$ cat src/rtl/ps2_pkg.sv
// ps2_pkg: shared types and constants for the PS/2 host transmitter.
//   state_t          transmitter FSM states
//   ERR_*            tx_err_code values
//   CMD_*            common keyboard command bytes
//   frame()          {stop, odd parity, data} shift-register image of a byte
package ps2_pkg;
    typedef enum logic [2:0] {IDLE, INHIBIT, RTS, SEND, ACK, WAIT_IDLE, ERROR} state_t;
    localparam logic [1:0] ERR_NONE    = 2'b00;
    localparam logic [1:0] ERR_NACK    = 2'b01;
    localparam logic [1:0] ERR_TIMEOUT = 2'b10;
    localparam logic [7:0] CMD_SET_LED = 8'hED;
    localparam logic [7:0] CMD_ENABLE  = 8'hF4;
    localparam logic [7:0] CMD_RESET   = 8'hFF;
    function automatic logic [9:0] frame(input logic [7:0] d);
        return {1'b1, ~^d, d};
    endfunction
endpackage

$ cat src/rtl/ps2_tx_if.sv
// ps2_tx_if: request/status bundle between a command source and ps2_tx.
//   tx_start/tx_data          request (master -> slave)
//   tx_busy/rx_inhibit        transfer in progress
//   tx_done_tick/tx_err_tick  completion pulses
//   tx_err_code               result of the last transfer
interface ps2_tx_if;
    logic       tx_start;
    logic [7:0] tx_data;
    logic       tx_busy;
    logic       rx_inhibit;
    logic       tx_done_tick;
    logic       tx_err_tick;
    logic [1:0] tx_err_code;
    modport master (output tx_start, tx_data,
                    input  tx_busy, rx_inhibit, tx_done_tick, tx_err_tick, tx_err_code);
    modport slave  (input  tx_start, tx_data,
                    output tx_busy, rx_inhibit, tx_done_tick, tx_err_tick, tx_err_code);
endinterface

$ cat src/rtl/ps2_clk_filter.sv
// ps2_clk_filter: 2-flop synchronizer, FILTER_LEN-sample debounce and falling-edge strobe.
//   CLOCK_50, reset   system clock, asynchronous active-high reset
//   pin               raw asynchronous line level
//   level             debounced level (idles high)
//   fall_edge         one-cycle strobe when level goes 1 -> 0
module ps2_clk_filter #(
    parameter int FILTER_LEN = 8
) (
    input  logic CLOCK_50,
    input  logic reset,
    input  logic pin,
    output logic level,
    output logic fall_edge
);
    localparam int W = $clog2(FILTER_LEN + 1);
    logic [1:0]   sync;
    logic [W-1:0] cnt;
    // cnt counts consecutive synchronized samples that disagree with level
    always_ff @(posedge CLOCK_50 or posedge reset) begin
        if (reset) begin
            sync      <= 2'b11;
            cnt       <= '0;
            level     <= 1'b1;
            fall_edge <= 1'b0;
        end else begin
            sync      <= {sync[0], pin};
            fall_edge <= 1'b0;
            if (sync[1] == level)
                cnt <= '0;
            else if (cnt == W'(FILTER_LEN - 1)) begin
                level     <= sync[1];
                cnt       <= '0;
                fall_edge <= level;
            end else
                cnt <= cnt + 1'b1;
        end
    end
endmodule

$ cat src/rtl/ps2_tx.sv
// ps2_tx: PS/2 host-to-device byte transmitter with open-drain drive enables.
//   CLOCK_50, reset                  system clock, asynchronous active-high reset
//   bus (ps2_tx_if.slave)            tx_start/tx_data in; busy, rx_inhibit, ticks, err code out
//   ps2c_in, ps2d_in                 raw PS2_CLK / PS2_DAT pin levels
//   ps2c_drive_low, ps2d_drive_low   1 = pull line low, 0 = release
// Optional macro PS2_TX_RETRY_EN: retry a failed transfer up to RETRY_MAX times.
module ps2_tx
    import ps2_pkg::*;
#(
    parameter int INHIBIT_CYCLES = 5000,
    parameter int FILTER_LEN     = 8,
    parameter int TIMEOUT_CYCLES = 750000,
    parameter int RETRY_MAX      = 2
) (
    input  logic CLOCK_50,
    input  logic reset,
    ps2_tx_if.slave bus,
    input  logic ps2c_in,
    input  logic ps2d_in,
    output logic ps2c_drive_low,
    output logic ps2d_drive_low
);
    localparam int IW = $clog2(INHIBIT_CYCLES + 1);
    localparam int TW = $clog2(TIMEOUT_CYCLES + 1);
    state_t        state, next;
    logic          c_lvl, c_fall, d_lvl, unused_d_fall;
    logic [IW-1:0] icnt;
    logic [TW-1:0] tcnt;
    logic [3:0]    ecnt;
    logic [9:0]    sh;
    logic [7:0]    data_q;
    logic [1:0]    code;
    logic          start_ok, inh_last, active, timeout, nack, fail, can_retry;

    ps2_clk_filter #(.FILTER_LEN(FILTER_LEN)) u_clk (
        .CLOCK_50(CLOCK_50), .reset(reset), .pin(ps2c_in), .level(c_lvl), .fall_edge(c_fall));
    ps2_clk_filter #(.FILTER_LEN(FILTER_LEN)) u_dat (
        .CLOCK_50(CLOCK_50), .reset(reset), .pin(ps2d_in), .level(d_lvl), .fall_edge(unused_d_fall));

    assign start_ok = state == IDLE && bus.tx_start;
    assign inh_last = icnt == IW'(INHIBIT_CYCLES - 1);
    assign active   = state inside {RTS, SEND, ACK, WAIT_IDLE};
    assign timeout  = active && tcnt == TW'(TIMEOUT_CYCLES - 1);
    // timeout wins over an edge arriving in the same cycle
    assign nack     = state == ACK && c_fall && d_lvl && !timeout;
    assign fail     = timeout || nack;

`ifdef PS2_TX_RETRY_EN
    logic [1:0] retry_cnt;
    assign can_retry = retry_cnt != 2'(RETRY_MAX);
    always_ff @(posedge CLOCK_50 or posedge reset) begin
        if (reset)
            retry_cnt <= '0;
        else if (start_ok)
            retry_cnt <= '0;
        else if (fail && can_retry)
            retry_cnt <= retry_cnt + 1'b1;
    end
`else
    localparam int unused_retry_max = RETRY_MAX;
    assign can_retry = 1'b0;
`endif

    always_ff @(posedge CLOCK_50 or posedge reset) begin
        if (reset)
            state <= IDLE;
        else
            state <= next;
    end

    always_comb begin
        next = state;
        if (fail)
            next = can_retry ? INHIBIT : ERROR;
        else
            case (state)
                IDLE:      next = bus.tx_start ? INHIBIT : IDLE;
                INHIBIT:   next = inh_last ? RTS : INHIBIT;
                RTS:       next = c_fall ? SEND : RTS;
                SEND:      next = (c_fall && ecnt == 4'd9) ? ACK : SEND;
                ACK:       next = c_fall ? WAIT_IDLE : ACK;
                WAIT_IDLE: next = (c_lvl && d_lvl) ? IDLE : WAIT_IDLE;
                ERROR:     next = IDLE;
                default:   next = IDLE;
            endcase
    end

    // edge 1 (in RTS) exposes data[0]; each later edge in SEND shifts the next bit out
    always_ff @(posedge CLOCK_50 or posedge reset) begin
        if (reset) begin
            icnt   <= '0;
            tcnt   <= '0;
            ecnt   <= '0;
            sh     <= '0;
            data_q <= '0;
            code   <= ERR_NONE;
        end else begin
            icnt <= state == INHIBIT ? icnt + 1'b1 : '0;
            tcnt <= active ? tcnt + 1'b1 : '0;
            if (start_ok) begin
                data_q <= bus.tx_data;
                code   <= ERR_NONE;
            end
            if (state == INHIBIT) begin
                sh   <= frame(data_q);
                ecnt <= '0;
            end else if (c_fall && (state == RTS || state == SEND)) begin
                ecnt <= ecnt + 1'b1;
                if (state == SEND)
                    sh <= {1'b1, sh[9:1]};
            end
            if (fail && !can_retry)
                code <= timeout ? ERR_TIMEOUT : ERR_NACK;
        end
    end

    always_comb begin
        ps2c_drive_low   = state == INHIBIT;
        ps2d_drive_low   = (state == INHIBIT && inh_last) || state == RTS || (state == SEND && !sh[0]);
        bus.tx_busy      = state != IDLE;
        bus.rx_inhibit   = state != IDLE;
        bus.tx_done_tick = state == WAIT_IDLE && c_lvl && d_lvl && !timeout;
        bus.tx_err_tick  = state == ERROR;
        bus.tx_err_code  = code;
    end
endmodule

$ cat src/flat_wrapper.sv
// flat-port wrapper written by rule: the top's interface ports become plain ports
module ps2_tx_flat import ps2_pkg::*;
#(
    parameter int INHIBIT_CYCLES = 5000,
    parameter int FILTER_LEN     = 8,
    parameter int TIMEOUT_CYCLES = 750000,
    parameter int RETRY_MAX      = 2
)
  (CLOCK_50, reset, ps2c_in, ps2d_in, ps2c_drive_low, ps2d_drive_low, bus_tx_start, bus_tx_data, bus_tx_busy, bus_rx_inhibit, bus_tx_done_tick, bus_tx_err_tick, bus_tx_err_code);
  ps2_tx_if bus_i ();
  input  logic CLOCK_50;
  input  logic reset;
  input  logic ps2c_in;
  input  logic ps2d_in;
  output logic ps2c_drive_low;
  output logic ps2d_drive_low;
  input wire logic [$bits(bus_i.tx_start)-1:0] bus_tx_start;
  input wire logic [$bits(bus_i.tx_data)-1:0] bus_tx_data;
  output wire logic [$bits(bus_i.tx_busy)-1:0] bus_tx_busy;
  output wire logic [$bits(bus_i.rx_inhibit)-1:0] bus_rx_inhibit;
  output wire logic [$bits(bus_i.tx_done_tick)-1:0] bus_tx_done_tick;
  output wire logic [$bits(bus_i.tx_err_tick)-1:0] bus_tx_err_tick;
  output wire logic [$bits(bus_i.tx_err_code)-1:0] bus_tx_err_code;
  assign bus_i.tx_start = bus_tx_start;
  assign bus_i.tx_data = bus_tx_data;
  assign bus_tx_busy = bus_i.tx_busy;
  assign bus_rx_inhibit = bus_i.rx_inhibit;
  assign bus_tx_done_tick = bus_i.tx_done_tick;
  assign bus_tx_err_tick = bus_i.tx_err_tick;
  assign bus_tx_err_code = bus_i.tx_err_code;
  ps2_tx #(.INHIBIT_CYCLES(INHIBIT_CYCLES), .FILTER_LEN(FILTER_LEN), .TIMEOUT_CYCLES(TIMEOUT_CYCLES), .RETRY_MAX(RETRY_MAX)) u_core (.CLOCK_50(CLOCK_50), .reset(reset), .bus(bus_i), .ps2c_in(ps2c_in), .ps2d_in(ps2d_in), .ps2c_drive_low(ps2c_drive_low), .ps2d_drive_low(ps2d_drive_low));
endmodule
$ cat config.mk
export PLATFORM = sky130hd
export DESIGN_NAME = ps2_tx_flat
export DESIGN_NICKNAME = d
export VERILOG_FILES = /design/src/rtl/ps2_pkg.sv /design/src/rtl/ps2_tx_if.sv /design/src/rtl/ps2_clk_filter.sv /design/src/rtl/ps2_tx.sv /design/src/flat_wrapper.sv
export SDC_FILE = /design/constraint.sdc
export NUM_CORES = 1
export LEC_CHECK = 0
export BUFFER_PORTS_ARGS = -buffer_cell sky130_fd_sc_hd__buf_2
export CORE_MARGIN = 2
export CORE_UTILIZATION = 40
export DETAILED_ROUTE_END_ITERATION = 10
export PLACE_DENSITY_LB_ADDON = 0.12
export SLEW_MARGIN = 20
export SYNTH_ARGS = -nofsm -noshare
export SYNTH_HDL_FRONTEND = slang
export SYNTH_HIERARCHICAL = 1
export SYNTH_SLANG_ARGS = --single-unit
$ cat constraint.sdc
create_clock -name CLOCK_50 -period 3.5 [get_ports CLOCK_50]
set_clock_uncertainty 0.05 [all_clocks]
set_input_delay 0.175 -clock CLOCK_50 [delete_from_list [all_inputs] [get_ports CLOCK_50]]
set_output_delay 0.175 -clock CLOCK_50 [all_outputs]
set_load 0.005 [all_outputs]
==> flow_summary.rst <==
.. list-table::
   :header-rows: 1

   * - Metric
     - Value
   * - Detailed-route vias per instance
     - 5.09
   * - Aggregate routed wire length
     - 6760 um
   * - Number of DRC violations after detailed-routing iteration 0
     - 74
   * - Class of the most critical setup path
     - reg -> out
   * - Post-CTS Hold Fix Bufs
     - 10
   * - Synthesized Nets
     - 362
   * - Root buffer selected by CTS
     - sky130_fd_sc_hd__clkbuf_8
   * - P&R area growth vs syn
     - 15.8%
   * - CP required
     - 3.27 ns
   * - Overall die height
     - 98.9 um
   * - Number of levels the H-tree was split into
     - 3
   * - Final antenna-violating net count
     - 0
   * - Via count of the first global-routing pass
     - 2470
   * - Max stage delay on crit path
     - 0.57 ns
   * - Number of I/O port buffers
     - 20
   * - Switching Power
     - 652 uW
   * - Clock tree from TritonCTS
     - built
   * - Relative max-transition margin
     - 47.3%
   * - Result of the run
     - finished, final reports clean
   * - Per-instance average area after synthesis
     - 10.5 um^2
   * - Worst vdd rail ir drop
     - 0.304 mV
   * - RR Startpoint
     - u_core/state[0]
   * - Hold-critical path depth
     - 2
   * - Final max-slew violation count
     - 0
   * - Data arrival time of the worst path
     - 2.40 ns
   * - P_leak
     - 0.00178 uW
   * - Number of hold violations in the final report
     - 0
   * - Netlist Area Pre-Place
     - 3600 um^2
   * - Setup repair after global routing missed its margin
     - false
   * - Met1 track demand over resource in global routing
     - 20.6%
   * - Flop2flop setup slack
     - 1.13 ns
   * - Pre-Repair DR Iteration Count
     - 4
   * - Number of buffers added for setup after CTS
     - 0
   * - Routing usage on met3
     - 4.04%
   * - Fill cell total of the finished layout
     - 823
   * - Storage cell area
     - 1880 um^2
   * - Total negative slack
     - 0 ns
   * - Share of the clock period used by the worst path
     - 75.0%
   * - Synthesis warning total
     - 6
   * - Total GRT Usage
     - 15.0%
   * - Cells along the critical path
     - nor2b_1, nand2_1, inv_1, buf_2
   * - Fin nets
     - 393
   * - Largest net degree at the start of global routing
     - 39
   * - Sw Share
     - 26.5%
   * - Initial antenna violation count
     - 0
   * - Worst Reg2Reg Path Length in Cells
     - 5
   * - Drc violations
     - 0
   * - Kind of start point of the critical path
     - flop
   * - Area of combinational cells with multiple inputs
     - 1610 um^2
   * - Count of instances resized after the clock tree is built
     - 0
   * - Total of max-cap violations
     - 0
   * - Global Route met2 Usage
     - 23.0%
   * - Clock-pin slew reported for the worst setup and hold paths after clock tree synthesis
     - 0.07 ns
   * - Core area
     - 8720 um^2
   * - Start point of the worst min-delay path
     - bus_tx_data[5]
   * - Sequential Power Share
     - 47.5%
   * - Cell Int Power
     - 1810 uW
   * - Combinational power share
     - 17.1%
   * - Element type at the critical path end
     - output pin
   * - Worst reg2reg endpoint
     - u_core/sh[6]
   * - Synthesized instance count
     - 343
   * - Critical-path top delay cell
     - sky130_fd_sc_hd__dfrtp_1
   * - Diodes inserted
     - 0
   * - Slew at the pin closest to its max-slew limit
     - 0.789 ns
   * - Worst-path fanout max
     - 15
   * - Routability cong.
     - 0.801
   * - Effective utilization at floorplan
     - 41.3%
   * - Max Buffers Root-to-Sink
     - 2
   * - Pwr dens
     - 589 nW/um^2
   * - Final Critical Period
     - 2.63 ns
   * - Highest Clock Rate
     - 381 MHz
   * - Avg WL per Cell
     - 13.9 um
   * - Clock network fraction of design power
     - 35.4%
   * - Clock sink count
     - 75
   * - Vias
     - 2478
   * - DP HPWL
     - 4580 um
   * - Die area
     - 9780 um^2
   * - Worst hold endpoint
     - u_core/data_q[5]
   * - Overflow left after global routing
     - 0
   * - I/O pin count
     - 21
   * - Number of CTS-inserted buffers
     - 9
   * - Die W
     - 98.9 um
   * - Share of cells above drive strength 1
     - 16.6%
   * - First-pass GRT wire length
     - 11800 um
   * - Clock latency on the worst-skew pair
     - 0.35 ns
   * - Row Count
     - 34
   * - Number of standard cells in the layout, taps in and fillers out
     - 487
   * - Hold crit path type
     - in -> reg
   * - Number of placed instances with taps included
     - 461
   * - Final count of negative-setup-slack endpoints
     - 0
   * - Most heavily used metal layer in global routing
     - met2
==> worst max-delay path, delay by kind of cell, from the launching register on <==
| kind | cells | cell delay (ns) |
|---|---|---|
| simple gates | 2 | 0.76 |
| buf+inv | 2 | 0.72 |
| flops | 1 | 0.57 |
==> layout make-up <==
class                           instances  share of cell area, %
Multi-Input combinational cell        240                   38.6
Inverter                               15                   1.35
Timing Repair Buffer                   33                   5.34
Clock inverter                          7                   3.36
Tap cell                              108                   3.24
Sequential cell                        75                   45.1
Clock buffer                            9                   2.97
==> stage by stage <==
stage | cell area (um^2) | total power [uW] | util, % | worst slack, ns | hold slack (ns)
finish | 4170 | 2460 | 47.9 | 0.874 | 0.0138
CTS | 4170 | 2490 | 47.8 | 0.875 | 0.00819
floorplan | 3600 | 1490 | - | 1.41 | -0.0738
global route | 4170 | 2600 | 47.9 | 0.654 | 0.00193
global placement | 3810 | 1600 | 43.6 | 1.28 | 0.100
detailed placement | 3810 | 1600 | 43.6 | 1.16 | 0.0964
==> power groups by stage <==
stage	sequential (uW)	combinational (uW)	clock (uW)
floorplan	1140	353	0
global placement	1180	416	0
detailed placement	1180	421	0
CTS	1170	430	894
global route	1190	480	931
finish	1170	420	869
==> placed cells by master (no fill, tap or decap), types with 7 or more instances in the layout <==
master and n:
sky130_fd_sc_hd__dfrtp_1 69, sky130_fd_sc_hd__nor2_1 30, sky130_fd_sc_hd__nand2_1 24, sky130_fd_sc_hd__xnor2_1 24, sky130_fd_sc_hd__buf_2 20, sky130_fd_sc_hd__o21ai_0 17, sky130_fd_sc_hd__inv_1 14, sky130_fd_sc_hd__nand3_1 13
sky130_fd_sc_hd__a21oi_1 12, sky130_fd_sc_hd__dlygate4sd3_1 10, sky130_fd_sc_hd__clkbuf_8 9, sky130_fd_sc_hd__nand4_1 9, sky130_fd_sc_hd__mux2i_1 9, sky130_fd_sc_hd__xor2_1 8, sky130_fd_sc_hd__mux2_2 8, sky130_fd_sc_hd__or4_1 7
sky130_fd_sc_hd__or3_1 7
==> flip-flops by register name, indices dropped and copies added, names as in the netlist, 2 cells and up <==
name	flops
u_core/u_clk/sync	2
u_core/u_dat/cnt	4
u_core/state	3
u_core/icnt	13
u_core/ecnt	4
u_core/bus.tx_err_code	2
u_core/u_clk/cnt	4
u_core/tcnt	20
u_core/u_dat/sync	2
u_core/sh	10
u_core/data_q	8
==> per-layer routing <==
metal  vias to the layer above  wire length, um
met5                         -                0
met4                         0               89
met3                         9              182
met2                        20             3130
met1                      1179             3360
li1                       1270                -
==> how the worst max path moves through the flow <==
stage,slack [ns],from,depth (start not counted),to
6_report,0.87,u_core/state[0],4,ps2c_drive_low
5_1_grt,0.65,u_core/state[0],4,ps2c_drive_low
4_1_cts,0.88,u_core/state[0],4,ps2c_drive_low
3_5_place_dp,1.16,u_core/state[0],5,u_core/sh[5]
3_3_place_gp,1.28,u_core/state[0],5,u_core/sh[4]
2_1_floorplan,1.41,u_core/tcnt[0],6,u_core/tcnt[18]
No activity file was read; power rests on OpenSTA's default activity.
